## src/rtl/zimbo_pkg.sv

```systemverilog
// Shared encodings for the Zimbo memory arbiter: FSM states and grant identifiers.
package zimbo_pkg;

  typedef enum logic [1:0] {
    ST_IDLE   = 2'd0,
    ST_ACCESS = 2'd1,
    ST_DONE   = 2'd2
  } state_t;

  localparam logic GNT_IF = 1'b0;
  localparam logic GNT_D  = 1'b1;

endpackage

```

## src/rtl/zimbo_rr_arb.sv

```systemverilog
// Two-way grant selection between fetch and data ports: fixed data priority or
// round-robin using the last granted port.
module zimbo_rr_arb
  import zimbo_pkg::*;
#(
  parameter int unsigned DPRIO = 1
) (
  input  logic clock,
  input  logic reset,
  input  logic if_req,
  input  logic d_req,
  input  logic take,
  output logic grant
);

  logic last_grant;

  always_comb begin
    grant = GNT_IF;
    if (d_req && !if_req)
      grant = GNT_D;
    else if (d_req && if_req)
      grant = (DPRIO != 0) ? GNT_D : ~last_grant;
  end

  // Reset to fetch so the first contended grant goes to the data port.
  always_ff @(posedge clock) begin
    if (reset)
      last_grant <= GNT_IF;
    else if (take)
      last_grant <= grant;
  end

endmodule

```

## src/rtl/zimbo_memarb.sv

```systemverilog
// Two-port (fetch / load-store) memory arbiter with req/ack handshakes,
// wait-state support, bus timeout with error reporting and a saturating error count.
module zimbo_memarb
  import zimbo_pkg::*;
#(
  parameter int unsigned ADDR_W  = 16,
  parameter int unsigned DATA_W  = 16,
  parameter int unsigned TIMEOUT = 15,
  parameter int unsigned DPRIO   = 1
) (
  input  logic              clock,
  input  logic              reset,
  input  logic              if_req,
  input  logic [ADDR_W-1:0] if_addr,
  output logic              if_ack,
  output logic [DATA_W-1:0] if_rdata,
  output logic              if_err,
  input  logic              d_req,
  input  logic              d_we,
  input  logic [ADDR_W-1:0] d_addr,
  input  logic [DATA_W-1:0] d_wdata,
  output logic              d_ack,
  output logic [DATA_W-1:0] d_rdata,
  output logic              d_err,
  output logic [ADDR_W-1:0] addrm,
  output logic [DATA_W-1:0] wmdata,
  output logic              memrd_en,
  output logic              memwr_en,
  input  logic              mem_ready,
  input  logic [DATA_W-1:0] rmdata,
  output logic [7:0]        err_cnt
);

  localparam int unsigned CW = (TIMEOUT > 1) ? $clog2(TIMEOUT) : 1;
  localparam logic [CW-1:0] TO_LAST = CW'((TIMEOUT > 0) ? TIMEOUT - 1 : 0);

  state_t        state;
  logic          gnt;
  logic          we;
  logic          grant;
  logic          take;
  logic          expired;
  logic [CW-1:0] wait_cnt;

  assign take = (state == ST_IDLE) && (if_req || d_req);
  // wait_cnt holds the number of elapsed no-ready cycles, so the last permitted
  // cycle is TIMEOUT-1; this keeps the strobe high exactly TIMEOUT cycles.
  assign expired = (TIMEOUT != 0) && (wait_cnt == TO_LAST);

  zimbo_rr_arb #(.DPRIO(DPRIO)) u_arb (
    .clock  (clock),
    .reset  (reset),
    .if_req (if_req),
    .d_req  (d_req),
    .take   (take),
    .grant  (grant)
  );

  always_ff @(posedge clock) begin
    if (reset) begin
      state    <= ST_IDLE;
      gnt      <= GNT_IF;
      we       <= 1'b0;
      wait_cnt <= '0;
      addrm    <= '0;
      wmdata   <= '0;
      memrd_en <= 1'b0;
      memwr_en <= 1'b0;
      if_ack   <= 1'b0;
      if_rdata <= '0;
      if_err   <= 1'b0;
      d_ack    <= 1'b0;
      d_rdata  <= '0;
      d_err    <= 1'b0;
      err_cnt  <= '0;
    end else begin
      case (state)
        ST_IDLE: begin
          if (take) begin
            gnt      <= grant;
            we       <= (grant == GNT_D) && d_we;
            addrm    <= (grant == GNT_D) ? d_addr : if_addr;
            wmdata   <= (grant == GNT_D) ? d_wdata : '0;
            memrd_en <= !((grant == GNT_D) && d_we);
            memwr_en <= (grant == GNT_D) && d_we;
            wait_cnt <= '0;
            state    <= ST_ACCESS;
          end
        end
        ST_ACCESS: begin
          if (mem_ready || expired) begin
            memrd_en <= 1'b0;
            memwr_en <= 1'b0;
            state    <= ST_DONE;
            if (gnt == GNT_D) begin
              d_ack <= 1'b1;
              d_err <= !mem_ready;
              if (!mem_ready)
                d_rdata <= '0;
              else if (!we)
                d_rdata <= rmdata;
            end else begin
              if_ack   <= 1'b1;
              if_err   <= !mem_ready;
              if_rdata <= mem_ready ? rmdata : '0;
            end
            if (!mem_ready && err_cnt != 8'hFF)
              err_cnt <= err_cnt + 8'd1;
          end else begin
            wait_cnt <= wait_cnt + 1'b1;
          end
        end
        ST_DONE: begin
          if_ack <= 1'b0;
          d_ack  <= 1'b0;
          state  <= ST_IDLE;
        end
        default: state <= ST_IDLE;
      endcase
    end
  end

endmodule

```

## config.mk

```make
export PLATFORM = sky130hd
export DESIGN_NAME = zimbo_memarb
export DESIGN_NICKNAME = d
export VERILOG_FILES = /design/src/rtl/zimbo_pkg.sv /design/src/rtl/zimbo_rr_arb.sv /design/src/rtl/zimbo_memarb.sv
export SDC_FILE = /design/constraint.sdc
export NUM_CORES = 1
export LEC_CHECK = 0
export ABC_AREA = 1
export CORE_ASPECT_RATIO = 0.5
export CORE_UTILIZATION = 44
export CTS_BUF_LIST = sky130_fd_sc_hd__clkbuf_4
export CTS_CLUSTER_DIAMETER = 80
export DETAILED_ROUTE_END_ITERATION = 10
export GPL_TIMING_DRIVEN = 0
export PLACE_DENSITY = 0.82
export SLEW_MARGIN = 20
export SYNTH_ARGS = -nofsm -noshare
export SYNTH_HDL_FRONTEND = slang
export SYNTH_SLANG_ARGS = --single-unit
```

## constraint.sdc

```tcl
create_clock -name clock -period 1.99 [get_ports clock]
set_input_delay 0.398 -clock clock [delete_from_list [all_inputs] [get_ports clock]]
set_output_delay 0.398 -clock clock [all_outputs]
set_load 0.01 [all_outputs]
```

# Word-level counts from Yosys, hierarchy flattened
# Index checks and enable logic that the tools add are counted.
# word_totals
regBits	86
# op_classes
muxes	24
bitwise	1
n_eq_ne	10
addsub	2
reduce_logical	23
# op_table
cell	n
$mux W16	5
$reduce_and A3 Y1	7
$ne A2 B2 Y1 const B	6
$mux W1	9
$add A8 B1 Y8 const B	1
$mux W4	2
$ne A8 B8 Y1 const B	1
$pmux W1 S2	4
$pmux W4 S2	1
$logic_and A1 B1 Y1	5
$add A4 B1 Y4 const B	1
$eq A4 B4 Y1 const B	1
$mux W2	2
$pmux W2 S2	1
$reduce_and A2 Y1	2
$reduce_and A4 Y1	1
$reduce_bool A2 Y1	2
$logic_not A1 Y1	3
$eq A2 B1 Y1 const B	1
$eq A2 B2 Y1 const B	1
$logic_not A2 Y1	1
$logic_or A1 B1 Y1	2
$not A1 Y1	1

# Depth between registers and ports, before layout
# Gate-level depths: netlist of the first run.
# depth
depth_word	7
depth_mapped	10
depth_no_buf	10

# Cells and area by module
# From an unflattened synthesis of the first run, not the netlist that was laid out.
# hier_totals
cells_unflattened	462
hier_area_um2	3617.2
# modules_own_cells
module	instances	area_per_inst_um2	cells_each
zimbo_memarb	1	3613.5	461
zimbo_rr_arb	1	3.8	1

# Worst setup path after synthesis of the first run
# Ideal clock, no wire load.
# synth_timing
path_kind	register to register
startpoint	register wait_cnt[0]
endpoint	register if_err
path_buffers	1
setup_slack_ns	0.602
required_ns	1.874
arrival_ns	1.272
path_stages_with_launch	11
cell_sequence	dfxtp_1 > inv_1 > ha_1 > nand3_1 > nand2_2 > nand2_4 > nor2_8 > inv_4 > buf_6 > nor2_1 > nor2_1
# synth_between
elab_chain_cells	3
# synth_rtl
element	line	source
from (decl)	zimbo_memarb.sv:43	logic [CW-1:0] wait_cnt;
from (signal assigned)	zimbo_memarb.sv:110	wait_cnt <= wait_cnt + 1'b1;
$eq A4 B4 Y1	zimbo_memarb.sv:48	assign expired = (TIMEOUT != 0) && (wait_cnt == TO_LAST);
$logic_or A1 B1 Y1	zimbo_memarb.sv:91	if (mem_ready || expired) begin
$reduce_and A3 Y1 (no source line)	--	
to (signal assigned)	zimbo_memarb.sv:104	if_err <= !mem_ready;
to (decl)	zimbo_memarb.sv:17	output logic if_err,
# No other way between the ends.
# A chain may end at the register's enable or synchronous reset.

# Worst setup path in the final report of the first run
# layout_timing
startpoint	register err_cnt[2]
endpoint	output err_cnt[2]
# layout_rtl
element	line	source
from (decl)	zimbo_memarb.sv:31	output logic [7:0] err_cnt
from (signal assigned)	zimbo_memarb.sv:108	err_cnt <= err_cnt + 8'd1;
# No word-level cell between the ends.

==> flow_summary.yaml, run 1 <==
run_status:
  status: "finished clean"
sta:
  tns_ns: 0
  fmax_mhz: 535.5
  period_share_pct: 93.85
  setup_ws_ns: 0.1225
  rsz0062_at_grt: "no"
  timing.hold.ws_ns: 0.1900
  final_hold_viol_count: 0
  slew_headroom_pct: 65.32
  fin_skew_ns: 0.01472
  setup_viol: 0
  worst_slew_pin_slew_ns: 0.5202
  maxSlewViolCount: 0
  period_needed_ns: 1.868
routing:
  drtAntennaViolNets: 0
  drt_iter0_drc: 196
  avgRoutedWirePerCell_um: 13.61
  via_per_inst: 4.975
  routed_wl_um: 9938
  dr_total_vias: 3632
  drc: 0
  dr.pass1.iters: 4
floorplan:
  core_um2: 7625
  placement_rows: 22
  die_area_um2: 8601
  fp.dieW_um: 130.2
  die_h_um: 66.08
  start_util_pct: 47.39
  pin_count: 148
critical_path:
  crit_required_ns: 1.59
  critPathLaunchType: "flop"
  endpoint_kind: "output pin"
  crit_arrival_ns: 1.47
  worst-setup-path-type: "reg -> out"
  cpMaxStageDelayCell: "clkdlybuf4s50_1"
  cp_max_fo: 6
  critPathBufInv: 1
  crit_path_cell_trace: "clkdlybuf4s50_1"
  critPathTopFamily: "buffers and inverters"
  critPathMaxStageDelay_ns: 0.57
clocking:
  cts-root-buf: "clkbuf_4"
  ctsResizeCount: 0
  clkTransAtPathRegs_ns: 0.13
  worstSkewPairLatency_ns: 0.45
  cts_setup_buffers: 0
  cts.sinks: 86
  numCtsBuffers: 9
  holdBufCountCts: 0
  cts_tree: "yes"
  h-tree-depth: 3
  max-clock-path-buffers: 2
power_and_ir_drop:
  irDropWorstVdd_mv: 0.4012
  power_uw: 3729
  powerDensity_nw_per_um2: 696.2
  power.leakage_uw: 0.002120
synth:
  synth-seq-area-share_pct: 47.65
  yosys_warnings: 0
  synth_top_area_share_pct: 47.65
  synth_top_area_cell: "dfxtp_1"
  synth_cell_type_count: 29
  syn-num-nets: 535
  syn_area_per_cell_um2: 7.821
  synthCells: 462
  synth_area_um2: 3613
  synth_seq_cells: 86
  ys_top_cells_by_area: "dfxtp_1 48%, nand2_1 13%, a21oi_1 11%"
finish:
  drive_gt1_share_pct: 7.395
  finalNetCount: 690
  layout_commonest_cell: "clkdlybuf4s50_1"
  fin_area_um2: 5356
  layout_common_cells: "144 x clkdlybuf4s50_1, 124 x nand2_1, 86 x dfxtp_1"
  antenna_cells: 0
  area_growth_pct: 48.23
global_routing:
  track_usage_pct: 24.41
  grt_pass1_vias: 3321
  antenna_found_initial: 0
  grt.overflow.total: 0
  grt_start_max_net_pins: 15
  grt_pass1_wl_um: 16070
place:
  io_buffers: 144
  hpwl_um: 7439
  dp_slack_ns: 0.3246
  dpl-instance-area_um2: 5190
  gp_congestion: 0.7835
run:
  maxCapViolations: 0
hold_path:
  hold_path_class: "in -> reg"
final cells by class:
cell class / instances / area [um^2]
Buffer: 26 / 161.4
Clock buffer: 11 / 82.58
Clock inverter: 5 / 83.83
Fill cell: 666 / 2268
Inverter: 27 / 111.4
Multi-Input combinational cell: 323 / 1619
Sequential cell: 86 / 1722
Tap cell: 108 / 135.1
Timing Repair Buffer: 144 / 1441
registers in the layout (all words and copies together) (netlist names):
signal    count
addrm        16
d_rdata      16
if_rdata     16
we            1
gnt           1
memwr_en      1
d_ack         1
state         2
wait_cnt      4
wmdata       16
if_ack        1
d_err         1
if_err        1
err_cnt       8
memrd_en      1
synthesized netlist by cell type, drive strengths merged:
cell type / number
nand2: 128
dfxtp: 86
a21oi: 77
nand3: 41
inv: 27
nor2: 26
o21ai: 23
buf: 16
mux2i: 16
clkbuf: 10
ha: 3
nand3b: 2
xnor2: 2
a21boi: 1
and3: 1
nand4: 1
or2: 1
xor2: 1
per-stage QoR:
step / util (%) / std cells
detailed placement: 68.07 / 714
finish: 70.25 / 730
CTS: 70.25 / 730
global route: 70.25 / 730
global placement: 68.07 / 714
floorplan: - / 462
cell families after synthesis:
kind of cell	after synthesis	share of synthesized area, %
muxes	16	4.432
AOI/OAI and AO/OA	101	14.37
xor gates and xnor gates	3	0.7273
and+or+nand+nor	200	24.24
adders and majority gates	3	1.039
buffers and inverters	53	7.548
DFF	86	47.65
per-layer routing:
| metal | up-vias | part of all wire (%) | track usage, % |
|---|---|---|---|
| met3 | 9 | 6.1 | 8.010 |
| met4 | 0 | 0.79 | 5.087 |
| li1 | 1829 | - | - |
| met1 | 1701 | 45 | 30.67 |
| met5 | - | 0 | 0 |
| met2 | 93 | 48 | 40.89 |
worst paths after layout:
path / start / endpoint / slack, ns / cells after the start
setup reg to reg: wait_cnt[0] / if_rdata[13] / 0.39 / 10
hold / removal: reset / err_cnt[6] / 0.19 / 2
setup / recovery: err_cnt[2] / err_cnt[2] / 0.12 / 1
hold reg to reg: d_rdata[9] / d_rdata[9] / 0.47 / 2
power breakdown:
part,internal (uW),switching [uW]
registers,1810,54.7
clock network,540,599
logic,369,354
total,2720,1010
(Power assumes the default switching activity.)
==> run 2: changes to the inputs <==
Settings changed: PLACE_DENSITY 0.82 to 0.93.
==> flow_summary.yaml, run 2 (synthesized netlist as in run 1, its figures left out) <==
global_routing:
  antenna_found_initial: 0
  grt_pass1_wl_um: 16600
  grt.overflow.total: 0
  grt_pass1_vias: 3566
  grt_start_max_net_pins: 14
  track_usage_pct: 25.19
sta:
  fin_skew_ns: 0.01269
  maxSlewViolCount: 0
  period_share_pct: 93.80
  tns_ns: 0
  final_hold_viol_count: 0
  period_needed_ns: 1.867
  fmax_mhz: 535.7
  slew_headroom_pct: 58.15
  rsz0062_at_grt: "no"
  setup_viol: 0
  worst_slew_pin_slew_ns: 0.6278
clocking:
  cts-root-buf: "clkbuf_4"
  worstSkewPairLatency_ns: 0.43
  h-tree-depth: 3
  max-clock-path-buffers: 2
  ctsResizeCount: 0
  numCtsBuffers: 9
  cts.sinks: 86
  cts_tree: "yes"
  cts_setup_buffers: 0
  holdBufCountCts: 0
  clkTransAtPathRegs_ns: 0.12
finish:
  area_growth_pct: 46.50
  layout_commonest_cell: "clkdlybuf4s50_1"
  antenna_cells: 0
  drive_gt1_share_pct: 6.913
  ff_latch_area_um2: 1722
  fin_cells: 730
  multi_input_area_um2: 1619
  finalNetCount: 690
  fin_area_um2: 5294
  n_fill_cell: 584
  layout_common_cells: "144 x clkdlybuf4s50_1, 124 x nand2_1, 86 x dfxtp_1"
critical_path:
  critPathBufInv: 1
  crit_required_ns: 1.59
  crit_arrival_ns: 1.47
  worst-setup-path-type: "reg -> out"
  cpMaxStageDelayCell: "clkdlybuf4s50_1"
  endpoint_kind: "output pin"
  critPathLaunchType: "flop"
  crit_path_cell_trace: "clkdlybuf4s50_1"
  cp_max_fo: 5
  critPathMaxStageDelay_ns: 0.60
  critPathTopFamily: "buffers and inverters"
routing:
  drtAntennaViolNets: 0
  avgRoutedWirePerCell_um: 14.16
  dr_total_vias: 3739
  drc: 0
  routed_wl_um: 10340
  via_per_inst: 5.122
  dr.pass1.iters: 5
  drt_iter0_drc: 261
power_and_ir_drop:
  irDropWorstVdd_mv: 0.3641
  power_uw: 3416
  power.leakage_uw: 0.002095
  powerDensity_nw_per_um2: 645.4
place:
  dpl-instance-area_um2: 5190
  hpwl_um: 7759
  gp_congestion: 0.7877
  io_buffers: 144
  placedCellCount: 714
floorplan:
  placement_rows: 22
  start_util_pct: 47.39
  die_h_um: 66.08
  die_area_um2: 8601
  core_um2: 7625
  fp.dieW_um: 130.2
  pin_count: 148
run:
  maxCapViolations: 0
run_status:
  status: "finished clean"
hold_path:
  hold_path_class: "in -> reg"
run 2: cell types whose count changed in the layout (fill, tap and decap cells not counted):
| cell | before | now |
|---|---|---|
| clkinv_1 | 0 | 3 |
| clkinv_2 | 0 | 2 |
| bufinv_16 | 2 | 0 |
| clkinvlp_4 | 2 | 1 |
| clkinv_4 | 1 | 0 |
| clkbuf_4 | 11 | 10 |
run 2: cell type report:
| type | instances | share of cell area [%] |
|---|---|---|
| Clock inverter | 6 | 0.5436 |
| Tap cell | 108 | 2.553 |
| Timing Repair Buffer | 144 | 27.23 |
| Clock buffer | 10 | 1.418 |
| Sequential cell | 86 | 32.52 |
| Inverter | 27 | 2.104 |
| Multi-Input combinational cell | 323 | 30.58 |
| Buffer | 26 | 3.049 |
run 2: through the flow:
stage | setup WS, ns | util, % | hold slack, ns
floorplan | 0.6022 | - | 0.4747
global placement | 0.3518 | 68.07 | 0.4469
detailed placement | 0.2988 | 68.07 | 0.4535
CTS | 0.09350 | 69.43 | 0.1636
global route | 0.05448 | 69.43 | 0.1897
finish | 0.1234 | 69.43 | 0.1925
run 2: final timing paths:
kind / start / end / slack (ns) / cells past startpoint
setup / recovery: err_cnt[3] / err_cnt[3] / 0.12 / 1
setup reg to reg: wait_cnt[0] / if_rdata[13] / 0.35 / 10
hold / removal: reset / err_cnt[6] / 0.19 / 2
hold reg to reg: wmdata[7] / wmdata[7] / 0.47 / 2
run 2: metal layers:
| metal | up-vias | global-route usage [%] | wire [um] |
|---|---|---|---|
| li1 | 1824 | - | - |
| met1 | 1756 | 29.54 | 4389 |
| met2 | 136 | 44.75 | 5159 |
| met3 | 23 | 5.259 | 556 |
| met4 | 0 | 11.19 | 233 |
| met5 | - | 0 | 0 |
run 2: where the power goes:
part           internal, uW  switching [uW]  total, uW
Combinational           369             356        726
Clock                   255             568        823
Sequential             1810            55.5       1870
